$ cat config.mk
export PLATFORM = sky130hd
export DESIGN_NAME = truth_table_bist_flat
export DESIGN_NICKNAME = d
export VERILOG_FILES = /design/src/rtl/tt_bist_pkg.sv /design/src/rtl/truth_table_bist_if.sv /design/src/rtl/tt_golden.sv /design/src/rtl/truth_table_bist.sv /design/src/flat_wrapper.sv
export SDC_FILE = /design/constraint.sdc
export NUM_CORES = 1
export LEC_CHECK = 0
export ABC_AREA = 0
export ABC_CLOCK_PERIOD_IN_PS = 2300
export BUFFER_PORTS_ARGS = -buffer_cell sky130_fd_sc_hd__buf_2
export CAP_MARGIN = 30
export CORE_UTILIZATION = 35
export DETAILED_ROUTE_END_ITERATION = 16
export HOLD_SLACK_MARGIN = 0.12
export PLACE_DENSITY = 0.61
export SYNTH_ARGS = -nofsm -noshare
export SYNTH_HDL_FRONTEND = slang
export SYNTH_SLANG_ARGS = --single-unit
$ cat constraint.sdc
create_clock -name clk -period 2.3 [get_ports clk]
set_clock_uncertainty 0.15 [all_clocks]
set_input_delay 0.345 -clock clk [delete_from_list [all_inputs] [get_ports clk]]
set_output_delay 0.345 -clock clk [all_outputs]
set_load 0.05 [all_outputs]
$ cat src/rtl/tt_bist_pkg.sv
// Shared types, constants and the golden function for the truth_table BIST.
// Optional fail-mask capture is enabled with `define TT_BIST_FAIL_MASK_EN.
package tt_bist_pkg;

    typedef enum logic [1:0] {IDLE, SETTLE, CHECK, DONE} bist_state_t;

    localparam int          N_VECTORS   = 16;
    localparam logic [15:0] GOLDEN_MASK = 16'hFC55;

    // Minimal form of the stage under test: Y = A&C | A&B | ~A&~D, v = {A,B,C,D}.
    function automatic logic tt_expected(input logic [3:0] v);
        return (v[3] & v[1]) | (v[3] & v[2]) | (~v[3] & ~v[0]);
    endfunction

endpackage

$ cat src/rtl/truth_table_bist_if.sv
// Bus between the BIST sequencer and its environment: the stage under test plus
// the host that starts a sweep and reads back the results.
interface truth_table_bist_if #(
    parameter int ERR_W = 5
);
    logic             start;
    logic             A;
    logic             B;
    logic             C;
    logic             D;
    logic             Y;
    logic             busy;
    logic             done;
    logic             pass;
    logic [ERR_W-1:0] err_count;
    logic [3:0]       first_fail_vec;
    logic             first_fail_valid;
    logic [15:0]      fail_mask;

    modport master (
        output start, Y,
        input  A, B, C, D, busy, done, pass, err_count,
               first_fail_vec, first_fail_valid, fail_mask
    );

    modport slave (
        input  start, Y,
        output A, B, C, D, busy, done, pass, err_count,
               first_fail_vec, first_fail_valid, fail_mask
    );
endinterface

$ cat src/rtl/tt_golden.sv
// Combinational reference: expected stage output for a 4-bit input vector.
module tt_golden
    import tt_bist_pkg::*;
(
    input  logic [3:0] vec,
    output logic       y_exp
);
    assign y_exp = tt_expected(vec);
endmodule

$ cat src/rtl/truth_table_bist.sv
// Self-test sequencer: sweeps all 16 vectors into the truth_table stage, compares Y
// to the golden function and records errors. `define TT_BIST_FAIL_MASK_EN adds fail_mask.
module truth_table_bist
    import tt_bist_pkg::*;
#(
    parameter int SETTLE_CYCLES = 2,
    parameter int ERR_W         = 5
) (
    input logic               clk,
    input logic               reset,
    truth_table_bist_if.slave bus
);

    localparam logic [3:0]       SETTLE_LAST = 4'((SETTLE_CYCLES == 0) ? 0 : SETTLE_CYCLES - 1);
    localparam logic [3:0]       LAST_VEC    = 4'(N_VECTORS - 1);
    localparam logic [ERR_W-1:0] ERR_MAX     = '1;
    // With no settle time every vector goes straight to its compare cycle.
    localparam bist_state_t      RUN_ENTRY   = (SETTLE_CYCLES == 0) ? CHECK : SETTLE;

    bist_state_t      state_q, state_d;
    logic [3:0]       vec_q, vec_d;
    logic [3:0]       settle_cnt_q, settle_cnt_d;
    logic [ERR_W-1:0] err_q, err_d;
    logic [3:0]       ffv_q, ffv_d;
    logic             ffvalid_q, ffvalid_d;
    logic             busy_q, busy_d;
    logic             done_q, done_d;
    logic             pass_q, pass_d;
`ifdef TT_BIST_FAIL_MASK_EN
    logic [15:0]      fail_mask_q, fail_mask_d;
`endif

    logic y_exp;
    logic mismatch;

    tt_golden u_golden (
        .vec   (vec_q),
        .y_exp (y_exp)
    );

    assign mismatch = (state_q == CHECK) && (bus.Y != y_exp);

    always_comb begin
        // NOTE: every variable gets its hold value first so no path can infer a latch.
        state_d      = state_q;
        vec_d        = vec_q;
        settle_cnt_d = settle_cnt_q;
        err_d        = err_q;
        ffv_d        = ffv_q;
        ffvalid_d    = ffvalid_q;
`ifdef TT_BIST_FAIL_MASK_EN
        fail_mask_d  = fail_mask_q;
`endif

        unique case (state_q)
            IDLE, DONE: begin
                if (bus.start) begin
                    vec_d        = '0;
                    settle_cnt_d = '0;
                    err_d        = '0;
                    ffv_d        = '0;
                    ffvalid_d    = 1'b0;
`ifdef TT_BIST_FAIL_MASK_EN
                    fail_mask_d  = '0;
`endif
                    state_d      = RUN_ENTRY;
                end
            end
            SETTLE: begin
                if (settle_cnt_q == SETTLE_LAST) state_d = CHECK;
                else                             settle_cnt_d = settle_cnt_q + 4'd1;
            end
            CHECK: begin
                if (mismatch) begin
                    if (err_q != ERR_MAX) err_d = err_q + ERR_W'(1);
                    if (!ffvalid_q) begin
                        ffv_d     = vec_q;
                        ffvalid_d = 1'b1;
                    end
`ifdef TT_BIST_FAIL_MASK_EN
                    fail_mask_d[vec_q] = 1'b1;
`endif
                end
                if (vec_q == LAST_VEC) begin
                    state_d = DONE;
                end else begin
                    vec_d        = vec_q + 4'd1;
                    settle_cnt_d = '0;
                    state_d      = RUN_ENTRY;
                end
            end
            default: state_d = IDLE;
        endcase

        // Status outputs are registered from the next state so they align with it.
        busy_d = (state_d == SETTLE) || (state_d == CHECK);
        done_d = (state_d == DONE);
        pass_d = (state_d == DONE) && (err_d == '0);
    end

    // NOTE: sequential state uses non-blocking assignments so all flops update together.
    always_ff @(posedge clk) begin
        if (reset) begin
            state_q      <= IDLE;
            vec_q        <= '0;
            settle_cnt_q <= '0;
            err_q        <= '0;
            ffv_q        <= '0;
            ffvalid_q    <= 1'b0;
            busy_q       <= 1'b0;
            done_q       <= 1'b0;
            pass_q       <= 1'b0;
`ifdef TT_BIST_FAIL_MASK_EN
            fail_mask_q  <= '0;
`endif
        end else begin
            state_q      <= state_d;
            vec_q        <= vec_d;
            settle_cnt_q <= settle_cnt_d;
            err_q        <= err_d;
            ffv_q        <= ffv_d;
            ffvalid_q    <= ffvalid_d;
            busy_q       <= busy_d;
            done_q       <= done_d;
            pass_q       <= pass_d;
`ifdef TT_BIST_FAIL_MASK_EN
            fail_mask_q  <= fail_mask_d;
`endif
        end
    end

    assign bus.A                = vec_q[3];
    assign bus.B                = vec_q[2];
    assign bus.C                = vec_q[1];
    assign bus.D                = vec_q[0];
    assign bus.busy             = busy_q;
    assign bus.done             = done_q;
    assign bus.pass             = pass_q;
    assign bus.err_count        = err_q;
    assign bus.first_fail_vec   = ffv_q;
    assign bus.first_fail_valid = ffvalid_q;
`ifdef TT_BIST_FAIL_MASK_EN
    assign bus.fail_mask        = fail_mask_q;
`else
    assign bus.fail_mask        = 16'h0000;
`endif

endmodule

$ cat src/flat_wrapper.sv
// flat-port wrapper written by rule: the top's interface ports become plain ports
module truth_table_bist_flat import tt_bist_pkg::*;
#(
    parameter int SETTLE_CYCLES = 2,
    parameter int ERR_W         = 5
)
  (clk, reset, bus_start, bus_Y, bus_A, bus_B, bus_C, bus_D, bus_busy, bus_done, bus_pass, bus_err_count, bus_first_fail_vec, bus_first_fail_valid, bus_fail_mask);
  truth_table_bist_if #(.ERR_W(ERR_W)) bus_i ();
  input logic clk;
  input logic reset;
  input wire logic [$bits(bus_i.start)-1:0] bus_start;
  input wire logic [$bits(bus_i.Y)-1:0] bus_Y;
  output wire logic [$bits(bus_i.A)-1:0] bus_A;
  output wire logic [$bits(bus_i.B)-1:0] bus_B;
  output wire logic [$bits(bus_i.C)-1:0] bus_C;
  output wire logic [$bits(bus_i.D)-1:0] bus_D;
  output wire logic [$bits(bus_i.busy)-1:0] bus_busy;
  output wire logic [$bits(bus_i.done)-1:0] bus_done;
  output wire logic [$bits(bus_i.pass)-1:0] bus_pass;
  output wire logic [$bits(bus_i.err_count)-1:0] bus_err_count;
  output wire logic [$bits(bus_i.first_fail_vec)-1:0] bus_first_fail_vec;
  output wire logic [$bits(bus_i.first_fail_valid)-1:0] bus_first_fail_valid;
  output wire logic [$bits(bus_i.fail_mask)-1:0] bus_fail_mask;
  assign bus_i.start = bus_start;
  assign bus_i.Y = bus_Y;
  assign bus_A = bus_i.A;
  assign bus_B = bus_i.B;
  assign bus_C = bus_i.C;
  assign bus_D = bus_i.D;
  assign bus_busy = bus_i.busy;
  assign bus_done = bus_i.done;
  assign bus_pass = bus_i.pass;
  assign bus_err_count = bus_i.err_count;
  assign bus_first_fail_vec = bus_i.first_fail_vec;
  assign bus_first_fail_valid = bus_i.first_fail_valid;
  assign bus_fail_mask = bus_i.fail_mask;
  truth_table_bist #(.SETTLE_CYCLES(SETTLE_CYCLES), .ERR_W(ERR_W)) u_core (.clk(clk), .reset(reset), .bus(bus_i));
endmodule
* After elaboration in Yosys (flattened, before gate mapping)
Index checks and enable logic that the tools add are counted.
** Storage, ports and cells
- Input bits :: 4
- Output and inout port bits :: 33
- Bits in registers :: 23
- Logic and storage cells :: 65
** Cells by class
- $add $sub $neg :: 3
- Reduce and logical (&&, ||, !) cells :: 11
- Bitwise operators :: 7
- Equality and inequality tests :: 15
- Muxes and demuxes :: 20
** Operator list (number)
- 4-bit 2-to-1 mux :: 6
- 4-bit one-hot mux with 2 select lines :: 2
- 5-bit 2-to-1 mux :: 3
- 4-bit one-hot mux with 3 select lines :: 1
- 5-bit one-hot mux with 2 select lines :: 1
- 3-bit AND reduction :: 3
- 4-bit by 1-bit adder with 4-bit output (second input constant) :: 2
- 2-bit equality test (second input constant) :: 4
- 2-bit inequality test (second input constant) :: 4
- 2-bit 2-to-1 mux :: 3
- 2-bit one-hot mux with 3 select lines :: 1
- 5-bit by 1-bit adder with 5-bit output (second input constant) :: 1
- 5-bit logical NOT :: 1
- 5-bit inequality test (second input constant) :: 1
- 2-bit by 1-bit equality test with 1-bit output (second input constant) :: 2
- 4-bit by 1-bit equality test with 1-bit output (second input constant) :: 1
- 4-bit equality test (second input constant) :: 1
- 4-bit AND reduction :: 1
- 1-bit AND :: 3
- 1-bit logical AND :: 2
- 2-bit logical NOT :: 1
- 1-bit 2-to-1 mux :: 2
- 2-bit by 1-bit inequality test with 1-bit output (second input constant) :: 1
- 1-bit NOT :: 2
- other kinds (6) :: 7

* Logic depth before layout (Yosys ltp)
Gate-level depths: netlist (run 1).
- Word-level depth :: 9
- Gate-level depth with buffers :: 10
- Depth with buffers taken out :: 10

* Hierarchy
From an unflattened synthesis (run 1), not the netlist that was laid out.
** Second synthesis, totals
- Cell total of the unflattened synthesis :: 166
- Area, all modules :: 1327.5 µm²
** Modules (own cells, without submodules)
- truth_table_bist :: cells each 164, area an instance 1313.8 µm², sequential area each 460.4 µm², times used 1
- tt_golden :: cells each 2, area an instance 13.8 µm², sequential area each 0.0 µm², times used 1

* Worst setup path after synthesis (run 1)
OpenSTA, ideal clock, no wires.
- Kind :: reg-to-reg
- Start :: reg u_core.vec_q[1]
- End :: reg u_core.pass_q, in the netlist u_core.bus.pass
- Required time :: 2054 ps
- Stages on the path, launching flop included :: 10
- Library setup time :: 96 ps
- Path slack :: -173 ps
- Clock period less this slack :: 2473 ps
- Data arrival time :: 2227 ps
- Path buffers :: 0
- Cells stage by stage :: dfxtp_1 > ha_1 > nand4_1 > a21oi_1 > nor2_1 > a221oi_1 > ha_1 > nor2b_1 > nand4_1 > nor4b_1
** On the way
- Elaborated cells on any way between the ends :: 13
- Classes of those cells :: 3 x eq/ne; 4 x mux; 3 x bitwise; 3 x reduce/logical
** RTL lines
- start: declaration :: line truth_table_bist.sv:21 : logic [3:0] vec_q, vec_d;
- start signal: assignment :: line truth_table_bist.sv:118 : vec_q <= vec_d;
- 4-bit equality test :: line truth_table_bist.sv:84 : if (vec_q == LAST_VEC) begin
- 2-bit 2-to-1 mux :: line truth_table_bist.sv:84
- 2-bit one-hot mux with 3 select lines :: line truth_table_bist.sv:55 : unique case (state_q)
- net u_core.state_d[1] :: line truth_table_bist.sv:20 : bist_state_t state_q, state_d;
- 2-bit equality test
- net u_core.done_d :: line truth_table_bist.sv:27 : logic done_q, done_d;
- 1-bit logical AND :: line truth_table_bist.sv:98 : pass_d = (state_d == DONE) && (err_d == '0);
- end signal: assignment :: line truth_table_bist.sv:125 : pass_q <= pass_d;
- end: declaration :: line truth_table_bist.sv:28 : logic pass_q, pass_d;
The timed path passes the listed nets, and every way through them passes these cells.
A chain may end at the register's enable or synchronous reset.

* Worst setup path after layout (run 1)
- Start :: reg u_core.vec_q[0]
- End :: reg u_core.pass_q, in the netlist u_core.bus.pass
The elaborated chain is that of the path after synthesis.

==> results of run 1 <==
## registers in the layout, indices dropped and copies added (netlist names)
register,flops
u_core.bus.busy,1
u_core.bus.done,1
u_core.bus.err_count,5
u_core.bus.first_fail_valid,1
u_core.bus.first_fail_vec,4
u_core.bus.pass,1
u_core.settle_cnt_q,4
u_core.state_q,2
u_core.vec_q,4
## what timing repair did
item | in CTS | in global routing
gates resized for setup | 0 | 3
endpoints found under the hold margin | 0 | 0
endpoints found under the setup margin | 0 | 1
## cell usage after synthesis, drive strengths merged, types with 3 or more instances
cell,n,area [um2]
nand4,10,62.6
ha,7,87.6
nand2,15,56.3
buf,16,120
nand3,4,25.0
nand2b,7,43.8
nor2b,8,50.1
a31oi,3,18.8
inv,4,15.0
a21oi,12,60.1
nor2,10,37.5
clkbuf,4,15.0
xor2,4,35.0
dfxtp,23,460
## power breakdown
group / leakage (nW) / internal, mW / switching [mW]
clock network: 0.0255 / 0.121 / 0.136
registers: 0.188 / 0.407 / 0.00708
logic: 0.452 / 0.0498 / 0.136
total: 0.665 / 0.578 / 0.279
## cells by family after synthesis
group | count (synthesis)
buffers and inverters | 24
AO/OA/AOI/OAI | 30
flip-flops | 23
adder cells (fa/ha/maj) | 7
other | 1
AND/OR/NAND/NOR | 67
multiplexers | 1
XOR/XNOR | 4
## final cells by class
type,instances,area share
tap,46,0.0381
clock inverter,1,0.00331
timing repair buffer,26,0.0961
inverter,4,0.00994
clock buffer,3,0.0273
sequential,23,0.309
multi-input combinational,125,0.516
## layer usage
metal | part of all wire | wire length (um) | track usage
met5 | 0 | 0 | 0
met4 | 0.017 | 46 | 0.0653
met3 | 0.040 | 108 | 0.0290
met2 | 0.49 | 1320 | 0.245
met1 | 0.45 | 1230 | 0.161
## worst max-delay path, cell delays in order (launching register included)
cell,delay (ps)
dfxtp_2,380
ha_1,180
nand4_1,150
buf_4,190
a221oi_2,250
ha_1,170
nor2b_1,190
nand4_1,100
nor4b_1,250
## per-stage QoR
| step | area [um2] | worst slack, ps | total power, mW |
|---|---|---|---|
| after global placement | 1450 | 206 | 0.601 |
| after floorplan | 1390 | 67.3 | 0.589 |
| final | 1510 | 175 | 0.857 |
| after detailed placement | 1450 | 38.6 | 0.605 |
| after global routing | 1510 | 8.38 | 0.896 |
| after CTS | 1500 | 15.7 | 0.863 |
## how the worst max path moves through the flow
stage	start	slack [ps]	depth (start not counted)	endpoint
CTS	u_core.state_q[0]	20	9	u_core.bus.pass
global placement	u_core.state_q[0]	210	9	u_core.bus.pass
floorplan	u_core.vec_q[1]	70	9	u_core.bus.pass
global route	u_core.vec_q[1]	8	9	u_core.bus.pass
finish	u_core.vec_q[0]	170	8	u_core.bus.pass
detailed placement	u_core.state_q[0]	40	9	u_core.bus.pass
==> impl_results.md, run 1 <==
- Status: finished, final reports clean
- Fin util: 0.435
- Warnings, synthesis: 0
- Share of synthesized flip-flops with an asynchronous set or reset: 0
- Final Cycle Share: 0.924
- First-pass GRT wire length: 4.45 mm
- R2R setup slack: around 170 ps
- CTS H-tree depth: 1
- Main combinational cell family by area after synthesis: simple AND/OR/NAND/NOR gates
- Min Hold Slack: slightly below 300 ps
- HP Class: in -> reg
- Gr ovfl total: 0
- Final Hold Viols: 0
- Total iterations of the first detailed-routing run: 4
- Hold Path End: u_core.state_q[1]
- Initial antenna violation count: 0
- Final setup violation count: 0
- P per Cell Area: about 570 nW/um2
- R2r startpoint: u_core.vec_q[0]
- Post-CTS setup buffers: 0
- Max Cap Violations: 0
- Layout overhead on the synthesized area: 14.0%
- Die H: 63.5 um
- Die footprint: between 4000 and 5000 um2
- Post-DRT Antenna Nets: 0
- LEAKAGE: about 0.67 nW
- Commonest non-fill, non-tap cell in the layout: buf_2
- R2R Path End: u_core.bus.pass
- Post-Route Setup TNS: 0 ps
- Core area: roughly 3500 um2
- Placed insts: about 220
- Detailed Route Iter0 Violations: 77
- Clock-pin slew on the worst setup and hold paths: about 80 ps
- CTS buffer count: 3
- # IOs: 37
- Register bit total from synthesis: 23
- Die X: roughly 64 um
- Synth Area per Inst: 8.44 um2
- Post-Syn Instances: approximately 160
- XOR/XNOR Fraction of Synth Area: 0.0264
- Share of cells above drive strength 1: 0.247
- Root buf cell: clkbuf_8
- Area of the multi-input gates: 779 um2
- N_diodes: 0
- Final cell count without fillers: between 200 and 250
- Std-Cell Rows: 21
- Detailed placement HPWL: about 2.0 mm
- Max Clk Rate: about 470 MHz
- CTS Hold Bufs: 0
- Setup crit end kind: register
- # DRC: 0
- Nets: around 190
- Minimum clock period: about 2100 ps
- Required @ worst endpoint: roughly 2300 ps
- Worst Reg-to-Reg Cells: 8
- Sequential element share of the synthesized area: 0.347
- Hold Path Origin: bus_start
- CP Class: reg -> reg
- Fill cell count: about 360
- Worst Path Arrival: 2150 ps
- Vias in the first global route: 1065
- Reg area: around 470 um2
- Clk buf depth: 2
- VDD IR max: 0.000198 V
- Synth Area in Simple Gates: 0.288
- Mux contribution to synthesized area: 0.00850
- Largest net degree at the start of global routing: 22
- RSZ-0062 raised after global routing: false
- Drt wl/cell: roughly 12 um
- Final Wtd Congestion: 0.802
- Adder-cell share of the synthesized area: 0.0661
- Syn Std Cell Area: approximately 1300 um2
- Setup crit start kind: register
- Drt total wl: roughly 2.7 mm
- IO Port Bufs: 20
- Starting Density: 0.382
- Hold path depth: 3
- Drt via density: between 5 and 6
- CTS sink cnt: 23
- Most frequent cells in the layout: buf_2, dfxtp_1, conb_1, nand2_1, a21oi_1
- Worst-Skew Late Latency: 270 ps
- Slew Viols, Final: 0
- Number of flops mapped to enable cells by yosys: 0
- Number of distinct library cells after synthesis: 39
- Vias: 1143
- Ys flop type: dfxtp_1
- Synth Area in Compound Gates: 0.147
- TritonCTS clock tree: built
- GRT Util Overall: 0.140
- Worst Path Max Fanout: 6
Power figures use the tool's default switching activity.
==> run 2: changes to the inputs <==
--- a/config.mk
+++ b/config.mk
@@ -13,6 +13,7 @@
 export DETAILED_ROUTE_END_ITERATION = 16
 export HOLD_SLACK_MARGIN = 0.12
 export PLACE_DENSITY = 0.61
+export SKIP_CTS_REPAIR_TIMING = 1
 export SYNTH_ARGS = -nofsm -noshare
 export SYNTH_HDL_FRONTEND = slang
 export SYNTH_SLANG_ARGS = --single-unit
==> constraint.sdc (replaced) <==
create_clock -name clk -period 2.3 [get_ports clk]
set_clock_uncertainty 0.15 [all_clocks]
set_input_delay 0.345 -clock clk [delete_from_list [all_inputs] [get_ports clk]]
set_output_delay 0.345 -clock clk [all_outputs]
set_load 0.1 [all_outputs]
==> impl_results.md, run 2 (synthesized netlist as in run 1, its figures left out) <==
- Status: finished, final reports clean
- Die footprint: a little over 4000 um2
- Root buf cell: clkbuf_8
- Vias in the first global route: roughly 970
- Setup WS post-layout: 267 ps
- Fin util: 0.443
- Required @ worst endpoint: roughly 2300 ps
- Slew Viols, Final: 0
- Std-Cell Rows: 21
- Detailed Route Iter0 Violations: roughly 120
- TritonCTS clock tree: built
- Die X: 63.5 um
- N_diodes: 0
- Layout overhead on the synthesized area: 15.9%
- HP Class: reg -> reg
- LEAKAGE: 0.673 nW
- VDD IR max: around 0.00020 V
- Met2 GRT Util: 0.226
- Total iterations of the first detailed-routing run: 4
- Final Wtd Congestion: approximately 0.8
- Die H: 63.5 um
- Nets: roughly 190
- Final setup violation count: 0
- Setup crit end kind: register
- Drt via density: between 4 and 5
- CTS sink cnt: 23
- CTS buffer count: 3
- Core area: around 3500 um2
- R2R setup slack: around 270 ps
- Gr ovfl total: 0
- Vias: between 1k and 1.5k
- Most frequent cells in the layout: buf_2, dfxtp_1, conb_1, nand2_1, a21oi_1
- Max Clk Rate: roughly 490 MHz
- Largest net degree at the start of global routing: 22
- CTS H-tree depth: 1
- Post-DRT Antenna Nets: 0
- Minimum clock period: a little over 2000 ps
- Drt total wl: 2.68 mm
- Placed insts: about 220
- Min Hold Slack: 308 ps
- Clk buf depth: 2
- GR Util met1: 0.177
- Final Cycle Share: 0.884
- Worst-Skew Late Latency: about 260 ps
- # IOs: 37
- Tot Pwr: 921 uW
- Max Cap Violations: 0
- Most Crowded Layer GR: met2
- Final cell count without fillers: between 200 and 250
- # DRC: 0
- Max reg flops: 5
- P per Cell Area: 600 nW/um2
- Clock-pin slew on the worst setup and hold paths: around 80 ps
- First-pass GRT wire length: 4.39 mm
- CP Class: reg -> reg
- Placed Area: approximately 1500 um2
- RSZ-0062 raised after global routing: false
- Detailed placement HPWL: 2.02 mm
- GRT Util Overall: 0.137
- Worst slack at placement: between 90 and 100 ps
- IO Port Bufs: 20
- Worst Path Max Fanout: 7
- Drt wl/cell: around 12 um
- Final Hold Viols: 0
- Met3 Resource Use GR: 0.0217
- Initial antenna violation count: 0
- Starting Density: 0.382
- Share of cells above drive strength 1: 0.260
- Setup crit start kind: register
- Post-Route Setup TNS: 0 ps
- Worst Path Arrival: approximately 2000 ps
- Commonest non-fill, non-tap cell in the layout: buf_2
- Final Cell Area: around 1500 um2
## run 2: path summary, 6_finish.rpt
kind,from,to,cells after the start
worst max-delay path,u_core.state_q[0],u_core.bus.pass,9
worst max register to register,u_core.state_q[0],u_core.bus.pass,9
worst min-delay path,u_core.bus.first_fail_vec[0],u_core.bus.first_fail_vec[0],2
worst min register to register,u_core.bus.first_fail_vec[0],u_core.bus.first_fail_vec[0],2
## run 2: cell type report
type                       instances  area, um2
clock buffer                       3       41.3
clock inverter                     1       5.00
fill                             360       1930
inverter                           4       15.0
multi-input combinational        125        803
sequential                        23        475
tap                               46       57.6
timing repair buffer              25        138
## run 2: worst max-delay path, cell delays in order (launching register included)
cell and delay, ps:
dfxtp_1 380, inv_1 90, ha_4 280, a21oi_1 130, nor2_1 70, a221oi_2 200
ha_1 170, nor2b_1 160, nand4_1 110, nor4b_2 210
## run 2: power by group
part | internal, mW | leakage, nW | switching, mW
combinational | 0.0507 | 0.458 | 0.208
clock | 0.121 | 0.0255 | 0.131
sequential | 0.403 | 0.190 | 0.00643
total | 0.574 | 0.673 | 0.346
## run 2: per-layer routing
layer	part of all wire	vias up
met5	0	-
met4	0.0071	0
met3	0.026	2
met2	0.50	20
met1	0.46	537
li1	-	568
